==> config.mk <==
export PLATFORM = sky130hd
export DESIGN_NAME = issue_inflight_arbiter
export DESIGN_NICKNAME = d
export VERILOG_FILES = /design/src/rtl/issue_inflight_arbiter.sv
export SDC_FILE = /design/constraint.sdc
export NUM_CORES = 1
export LEC_CHECK = 0
export BUFFER_PORTS_ARGS = -buffer_cell sky130_fd_sc_hd__clkbuf_2
export CAP_MARGIN = 40
export CORE_MARGIN = 2
export CORE_UTILIZATION = 41
export CTS_CLUSTER_DIAMETER = 200
export DETAILED_ROUTE_END_ITERATION = 8
export PLACE_DENSITY = 0.55
export SLEW_MARGIN = 25
export SYNTH_ARGS = -nofsm -noshare
export SYNTH_HDL_FRONTEND = slang
export SYNTH_SLANG_ARGS = --single-unit
==> constraint.sdc <==
create_clock -name clk -period 10.4 [get_ports clk]
set_input_delay 0.52 -clock clk [delete_from_list [all_inputs] [get_ports clk]]
set_output_delay 0.52 -clock clk [all_outputs]
set_load 0.02 [all_outputs]
==> src/rtl/issue_inflight_arbiter.sv <==
// Per-wavefront issue arbiter: round-robin grant among ready wavefronts,
// with per-wavefront inflight counters fed by three retirement paths.
module issue_inflight_arbiter #(
  parameter int unsigned NUM_WF       = 8,
  parameter int unsigned MAX_INFLIGHT = 15,
  parameter int unsigned CNT_W        = 4,
  localparam int unsigned WF_ID_W     = $clog2(NUM_WF)
) (
  input  logic               clk,
  input  logic               rst_n,
  input  logic [NUM_WF-1:0]  wf_ready,
  input  logic [NUM_WF-1:0]  wf_drain,
  input  logic               issue_stall,
  input  logic               retire_vgpr_en,
  input  logic               retire_sgpr_en,
  input  logic               retire_branch_en,
  input  logic [WF_ID_W-1:0] retire_vgpr_wfid,
  input  logic [WF_ID_W-1:0] retire_sgpr_wfid,
  input  logic [WF_ID_W-1:0] retire_branch_wfid,
  output logic               issued_valid,
  output logic [WF_ID_W-1:0] issued_wfid,
  output logic [NUM_WF-1:0]  no_inflight,
  output logic [NUM_WF-1:0]  max_inflight,
  output logic               underflow_err
);

  logic [NUM_WF-1:0][CNT_W-1:0] cnt_q;
  logic [NUM_WF-1:0][CNT_W-1:0] cnt_d;
  logic [WF_ID_W-1:0]           ptr_q;
  logic [NUM_WF-1:0]            eligible;
  logic                         grant_valid;
  logic [WF_ID_W-1:0]           grant_id;
  logic [WF_ID_W-1:0]           cand;
  logic                         uflow;
  logic [1:0]                   dec;
  logic signed [CNT_W+1:0]      sum;

  always_comb begin
    for (int unsigned i = 0; i < NUM_WF; i++) begin
      no_inflight[i]  = (cnt_q[i] == '0);
      max_inflight[i] = (cnt_q[i] == CNT_W'(MAX_INFLIGHT));
    end
  end

  // Eligibility uses registered counters only; retirements are not bypassed.
  assign eligible = wf_ready & ~max_inflight & ~(wf_drain & ~no_inflight)
                  & {NUM_WF{~issue_stall}};

  // Search from ptr+1 upward, wrapping; k == NUM_WF wraps back to ptr itself.
  always_comb begin
    grant_valid = 1'b0;
    grant_id    = '0;
    cand        = '0;
    for (int unsigned k = 1; k <= NUM_WF; k++) begin
      cand = ptr_q + WF_ID_W'(k);
      if (!grant_valid && eligible[cand]) begin
        grant_valid = 1'b1;
        grant_id    = cand;
      end
    end
  end

  always_comb begin
    cnt_d = cnt_q;
    uflow = 1'b0;
    dec   = '0;
    sum   = '0;
    for (int unsigned i = 0; i < NUM_WF; i++) begin
      dec = 2'(retire_vgpr_en   && (retire_vgpr_wfid   == WF_ID_W'(i)))
          + 2'(retire_sgpr_en   && (retire_sgpr_wfid   == WF_ID_W'(i)))
          + 2'(retire_branch_en && (retire_branch_wfid == WF_ID_W'(i)));
      sum = $signed({2'b00, cnt_q[i]})
          + $signed((CNT_W+2)'(grant_valid && (grant_id == WF_ID_W'(i))))
          - $signed({{CNT_W{1'b0}}, dec});
      if (sum < $signed((CNT_W+2)'(0))) begin
        cnt_d[i] = '0;
        uflow    = 1'b1;
      end else begin
        cnt_d[i] = sum[CNT_W-1:0];
      end
    end
  end

  always_ff @(posedge clk or negedge rst_n) begin
    if (!rst_n) begin
      cnt_q         <= '0;
      ptr_q         <= '1;
      issued_valid  <= 1'b0;
      issued_wfid   <= '0;
      underflow_err <= 1'b0;
    end else begin
      cnt_q        <= cnt_d;
      issued_valid <= grant_valid;
      if (grant_valid) begin
        ptr_q       <= grant_id;
        issued_wfid <= grant_id;
      end
      if (uflow) underflow_err <= 1'b1;
    end
  end

endmodule

==> impl_metrics.ini, run 1 <==
[synthesis]
yosysTopAreaCell = dfrtp_1
synth_top_area_share_pct = 20.75
synth_area_mm2 = 0.004462
async_reset_ff_share_pct = 100.0
synth_cell_types = 79
synth_edf_count = 0
synth_nets = 603
avgSynthCellArea_um2 = 8.959
yosysSeqAreaShare_pct = 22.52
ys.flop_type = dfrtp_1
ys_ff_latch = 40
ys_warn_count = 0
synth.area.top_cells = dfrtp_1, ha_1, fa_1
synth_cells = 498

[grt]
antenna_found_initial = 0
grt_pass1_wl_um = 18950
grt_max_degree = 41
grt_pass1_vias = 3702
overflow = 0
track_usage_pct = 21.06

[clock_network]
cts_tree = done
cts_buffers = 5
cts.clk_slew.worst_paths_ns = 0.08
ctsResizeCount = 0
root_buffer = clkbuf_8
post-cts-setup-buffer-count = 0
cts.sinks = 40
cts_buffer_depth = 2
clk_latency_ns = 0.30
cts.hold.buffers_added = 0
htreeDepth = 2

[power_and_ir_drop]
power.total_mw = 1.639
max-vdd-ir-drop_uv = 140.5
p_leak_nw = 2.316
cellPowerDensity_mw_per_mm2 = 330.9

[cells_and_area]
postLayoutCoreUtil_pct = 46.10
final_nets = 650
area_growth_pct = 11.02
drive_gt1_share_pct = 17.40
n_antenna_cell = 0
fin_area_mm2 = 0.004954
n_fill_cell = 1091

[placed_design]
place_area_mm2 = 0.004841
dp_hpwl_um = 9450
portBuffers = 51
gp_congestion = 0.8832

[sta]
finalCriticalPeriod_ns = 5.578
period_share_pct = 53.63
fmax_ghz = 0.1793
tightest_slew_ns = 0.7488
rsz0062_at_grt = no
worst_clock_skew_ns = 0.01194
slew_violations = 0
finalHoldViolCount = 0
fin_tns_setup_ns = 0
setup_viol = 0
maxSlewHeadroom_pct = 49.63

[critical_path]
arrival_ns = 5.80
worstSetupStartpointType = flip-flop
path_cells = inv_1 -> ha_1 -> inv_1 -> a32oi_1 -> a21oi_1 -> a2111o_1 -> a22oi_2 -> o21ai_2 -> nor2b_1 -> ha_1 -> ha_1 -> fa_1 -> a21boi_0 -> nor4_1 -> nand4b_1
cp_top_family = compound AO/OA/AOI/OAI gates
endpoint_kind = flip-flop
crit_type = reg2reg
crit_required_ns = 10.63
reg2reg_depth = 15
cpPeakStageDelay_ns = 0.82
crit_buf_inv = 2
cp_common_cell = ha_1
crit_path_top_delay_cell = dfstp_2
cp_max_fo = 24
rrSetupSlack_ns = 4.82
r2r_start = ptr_q[0]
worstReg2RegEnd = underflow_err

[drt]
detail_route.iter0.violations = 187
drt_pass1_iterations = 5
via_per_inst = 5.503
ant_nets = 0
wirelength_um = 11600
vias = 3775
drc_errors = 0
wl_per_cell_um = 16.91

[die]
die_w_um = 108.3
rows = 38
die_area_mm2 = 0.01173
start_util_pct = 41.52
io-pin-count = 52
dieHeight_um = 108.3
core_mm2 = 0.01075

[job]
maxCapViolCount = 0

[status]
outcome = completed

[hold_path]
hold_class = in2async
## routing by layer
| metal | vias up | part of all wire, % | GRT usage, % |
|---|---|---|---|
| met1 | 1822 | 46 | 28.49 |
| met4 | 0 | 0.94 | 5.769 |
| met3 | 10 | 5.1 | 3.858 |
| li1 | 1843 | - | - |
| met5 | - | 0 | 0 |
| met2 | 100 | 48 | 34.68 |
## layout make-up
type | instances | area (um^2) | area share, %
sequential | 40 | 1005 | 20.28
inverter | 54 | 202.7 | 4.092
multi-input combinational | 391 | 3196 | 64.51
timing repair buffer | 53 | 267.8 | 5.405
clock inverter | 2 | 35.03 | 0.7072
clock buffer | 6 | 72.57 | 1.465
tap | 140 | 175.2 | 3.536
## per-stage QoR
stage / hold slack, ns / setup slack (ns) / instances
after floorplan: 0.2244 / 6.247 / 498
after global placement: 0.4920 / 4.917 / 677
after detailed placement: 0.4957 / 4.894 / 677
after CTS: 0.3011 / 4.846 / 685
after global routing: 0.3200 / 4.266 / 686
final: 0.2916 / 4.822 / 686
## registers in the layout, indices dropped and copies added, names as in the netlist
register / cells
issued_valid: 1
ptr_q: 3
underflow_err: 1
cnt_q: 32
issued_wfid: 3
## layout by cell type (no fill, tap or decap), drive strengths merged, types with 4 or more instances in the layout
master,Yosys,final
clkbuf,4,58
fa,24,24
nand2b,22,22
and2,13,13
a21oi,16,16
a21boi,8,8
nor2b,28,28
and3,11,11
a2111oi,5,5
xor2,8,8
a21o,5,5
ha,50,50
nor3,17,17
a211o,9,9
nand4,4,4
nand3,8,8
inv,53,53
o21ai,19,19
o221ai,5,5
dfrtp,37,37
o22ai,6,6
nor2,42,42
nand2,29,29
a211oi,6,6
## cell families after synthesis
group | synth area share, %
AND/OR/NAND/NOR | 23.00
AO/OA/AOI/OAI | 20.50
adder cells (fa/ha/maj) | 24.79
buffers and inverters | 5.861
flip-flops | 22.52
XOR/XNOR | 2.131
multiplexers | 1.206
## power breakdown
group	switching (mW)	leakage, nW	internal [mW]
Clock	0.0572	0.0552	0.0713
Combinational	0.700	1.76	0.492
Sequential	0.0859	0.501	0.233
Total	0.843	2.32	0.796
## cell usage after synthesis, drive strengths merged (11+ instances only)
master  instances
and3           11
fa             24
inv            53
nor3           17
and2           13
dfrtp          37
nor2b          28
a21oi          16
nand2          29
o21ai          19
nand2b         22
ha             50
nor2           42
## how the worst max path moves through the flow
stage | from | endpoint | cells past startpoint
after floorplan | ptr_q[0] | underflow_err | 20
after global placement | ptr_q[0] | underflow_err | 17
after detailed placement | ptr_q[0] | underflow_err | 17
after CTS | ptr_q[0] | underflow_err | 17
after global routing | ptr_q[0] | underflow_err | 17
final | ptr_q[0] | underflow_err | 15
No activity file was read; power rests on OpenSTA's default activity.
==> run 2: changes to the inputs <==
--- a/config.mk
+++ b/config.mk
@@ -11,7 +11,7 @@
 export CORE_UTILIZATION = 41
 export CTS_CLUSTER_DIAMETER = 200
 export DETAILED_ROUTE_END_ITERATION = 8
-export PLACE_DENSITY = 0.55
+export PLACE_DENSITY = 0.58
 export SLEW_MARGIN = 25
 export SYNTH_ARGS = -nofsm -noshare
 export SYNTH_HDL_FRONTEND = slang
==> constraint.sdc (replaced) <==
create_clock -name clk -period 5.1 [get_ports clk]
set_input_delay 0.255 -clock clk [delete_from_list [all_inputs] [get_ports clk]]
set_output_delay 0.255 -clock clk [all_outputs]
set_load 0.02 [all_outputs]
==> run 2 against run 1 <==
Effect of this change: cell count is 1.9% higher; clock skew shrank 0.0026 ns; final area is 2.0% higher; total power grew 110%; die area did not move; global-route usage grew 0.95 points; sequential share of layout area down 0.40 points; sequential power increased by 95%; worst hold slack worse by 0.28 ns; critical path type unchanged; largest cell class unchanged; highest routed layer unchanged.
==> impl_metrics.ini, run 2 (synthesis results as in run 1) <==
[status]
outcome = completed

[drt]
drc_errors = 0
wl_per_cell_um = 17.21
vias = 3812
ant_nets = 0
detail_route.iter0.violations = 118
drt_pass1_iterations = 6
via_per_inst = 5.454
wirelength_um = 12030

[sta]
tightest_slew_ns = 0.5766
finalCriticalPeriod_ns = 4.661
finalHoldViolCount = 0
slew_violations = 0
fmax_ghz = 0.2145
worst_clock_skew_ns = 0.009296
period_share_pct = 91.39
maxSlewHeadroom_pct = 61.28
whs_ns = 0.01471
setup_viol = 0
fin_tns_setup_ns = 0
setup_slack_ns = 0.4389
rsz0062_at_grt = no

[critical_path]
cp_top_family = compound AO/OA/AOI/OAI gates
reg2reg_depth = 17
worstSetupStartpoint = ptr_q[0]
cp_max_fo = 12
crit_type = reg2reg
rrSetupSlack_ns = 0.44
endpoint_kind = flip-flop
worstSetupStartpointType = flip-flop
path_cells = inv_1 -> ha_1 -> inv_1 -> a2111oi_0 -> or4_1 -> o32ai_1 -> a211oi_1 -> o221ai_2 -> o21ba_4 -> or2_1 -> nor2b_1 -> ha_1 -> ha_1 -> fa_1 -> a21boi_0 -> nor4_1 -> nand4b_1
cp_common_cell = ha_1
crit_path_top_delay_cell = dfstp_2
cpPeakStageDelay_ns = 0.67
arrival_ns = 4.90
worstReg2RegEnd = underflow_err
r2r_start = ptr_q[0]
crit_buf_inv = 2
crit_required_ns = 5.34

[die]
die_area_mm2 = 0.01173
dieHeight_um = 108.3
io-pin-count = 52
rows = 38
die_w_um = 108.3
core_mm2 = 0.01075
start_util_pct = 41.52

[job]
maxCapViolCount = 0

[grt]
grt_max_degree = 41
grt_pass1_wl_um = 19730
antenna_found_initial = 0
overflow = 0
grt_pass1_vias = 3956
track_usage_pct = 22.01

[clock_network]
htreeDepth = 2
cts_buffers = 5
cts_tree = done
cts.sinks = 40
cts.clk_slew.worst_paths_ns = 0.08
cts.hold.buffers_added = 0
clk_latency_ns = 0.31
post-cts-setup-buffer-count = 0
root_buffer = clkbuf_8
ctsResizeCount = 0
cts_buffer_depth = 2

[power_and_ir_drop]
power.total_mw = 3.480
p_leak_nw = 2.382
cellPowerDensity_mw_per_mm2 = 688.7
max-vdd-ir-drop_uv = 349.5

[placed_design]
preCtsSetupSlack_ns = 0.3730
place_area_mm2 = 0.004946
gp_congestion = 0.9418
dp_hpwl_um = 9822
dp.cells = 691
portBuffers = 51

[cells_and_area]
multi_input_area_mm2 = 0.003196
most-common-layout-cells = inv_1, clkbuf_2, ha_1
fin_area_mm2 = 0.005054
max_flop_register = cnt_q
drive_gt1_share_pct = 19.32
largest_register_ffs = 32
final_cells = 699
final_nets = 663
area_growth_pct = 13.26
n_antenna_cell = 0
final_common_cell = inv_1
reg.largest.list = cnt_q x32, issued_wfid x3, ptr_q x3
regArea_mm2 = 0.001005
postLayoutCoreUtil_pct = 47.03
n_fill_cell = 1089

[hold_path]
hold_class = in2async
==> run 2: changes by cell type in the layout (fill, tap and decap cells not counted), sizes merged <==
| cell | before | now |
|---|---|---|
| buf | 1 | 15 |
| clkbuf | 58 | 57 |
==> run 2: worst register-to-register path, stage by stage, from the launching register on <==
cell and delay (ns):
dfstp_2 0.67, inv_1 0.16, ha_1 0.44, inv_1 0.19
a2111oi_0 0.35, or4_1 0.17, o32ai_1 0.08, a211oi_1 0.40
o221ai_2 0.16, o21ba_4 0.30, or2_1 0.14, nor2b_1 0.05
ha_1 0.19, ha_1 0.19, fa_1 0.40, a21boi_0 0.49
nor4_1 0.11, nand4b_1 0.12
==> run 2: worst max-delay path by stage <==
stage / to / slack [ns] / depth (start not counted)
2_1_floorplan: underflow_err / 0.95 / 20
3_3_place_gp: underflow_err / 0.31 / 16
3_5_place_dp: underflow_err / 0.37 / 16
4_1_cts: underflow_err / 0.32 / 16
5_1_grt: underflow_err / 0.01 / 17
6_report: underflow_err / 0.44 / 17
==> run 2: layout make-up <==
class,count,share of cell area (%)
multi-input combinational,391,63.23
sequential,40,19.88
timing repair buffer,66,7.279
inverter,54,4.011
tap,140,3.466
clock buffer,6,1.436
clock inverter,2,0.6932
==> run 2: metal layers <==
metal,global-route usage [%],part of all wire [%],vias to the layer above
met5,0,0,-
met4,8.242,3.0,0
met3,3.134,3.9,28
met2,37.06,48,100
met1,28.73,45,1813
li1,-,-,1871
==> run 2: report_power, final <==
group	switching, mW	total, mW	internal [mW]
logic	1.51	2.59	1.08
clock network	0.122	0.267	0.145
registers	0.148	0.622	0.474
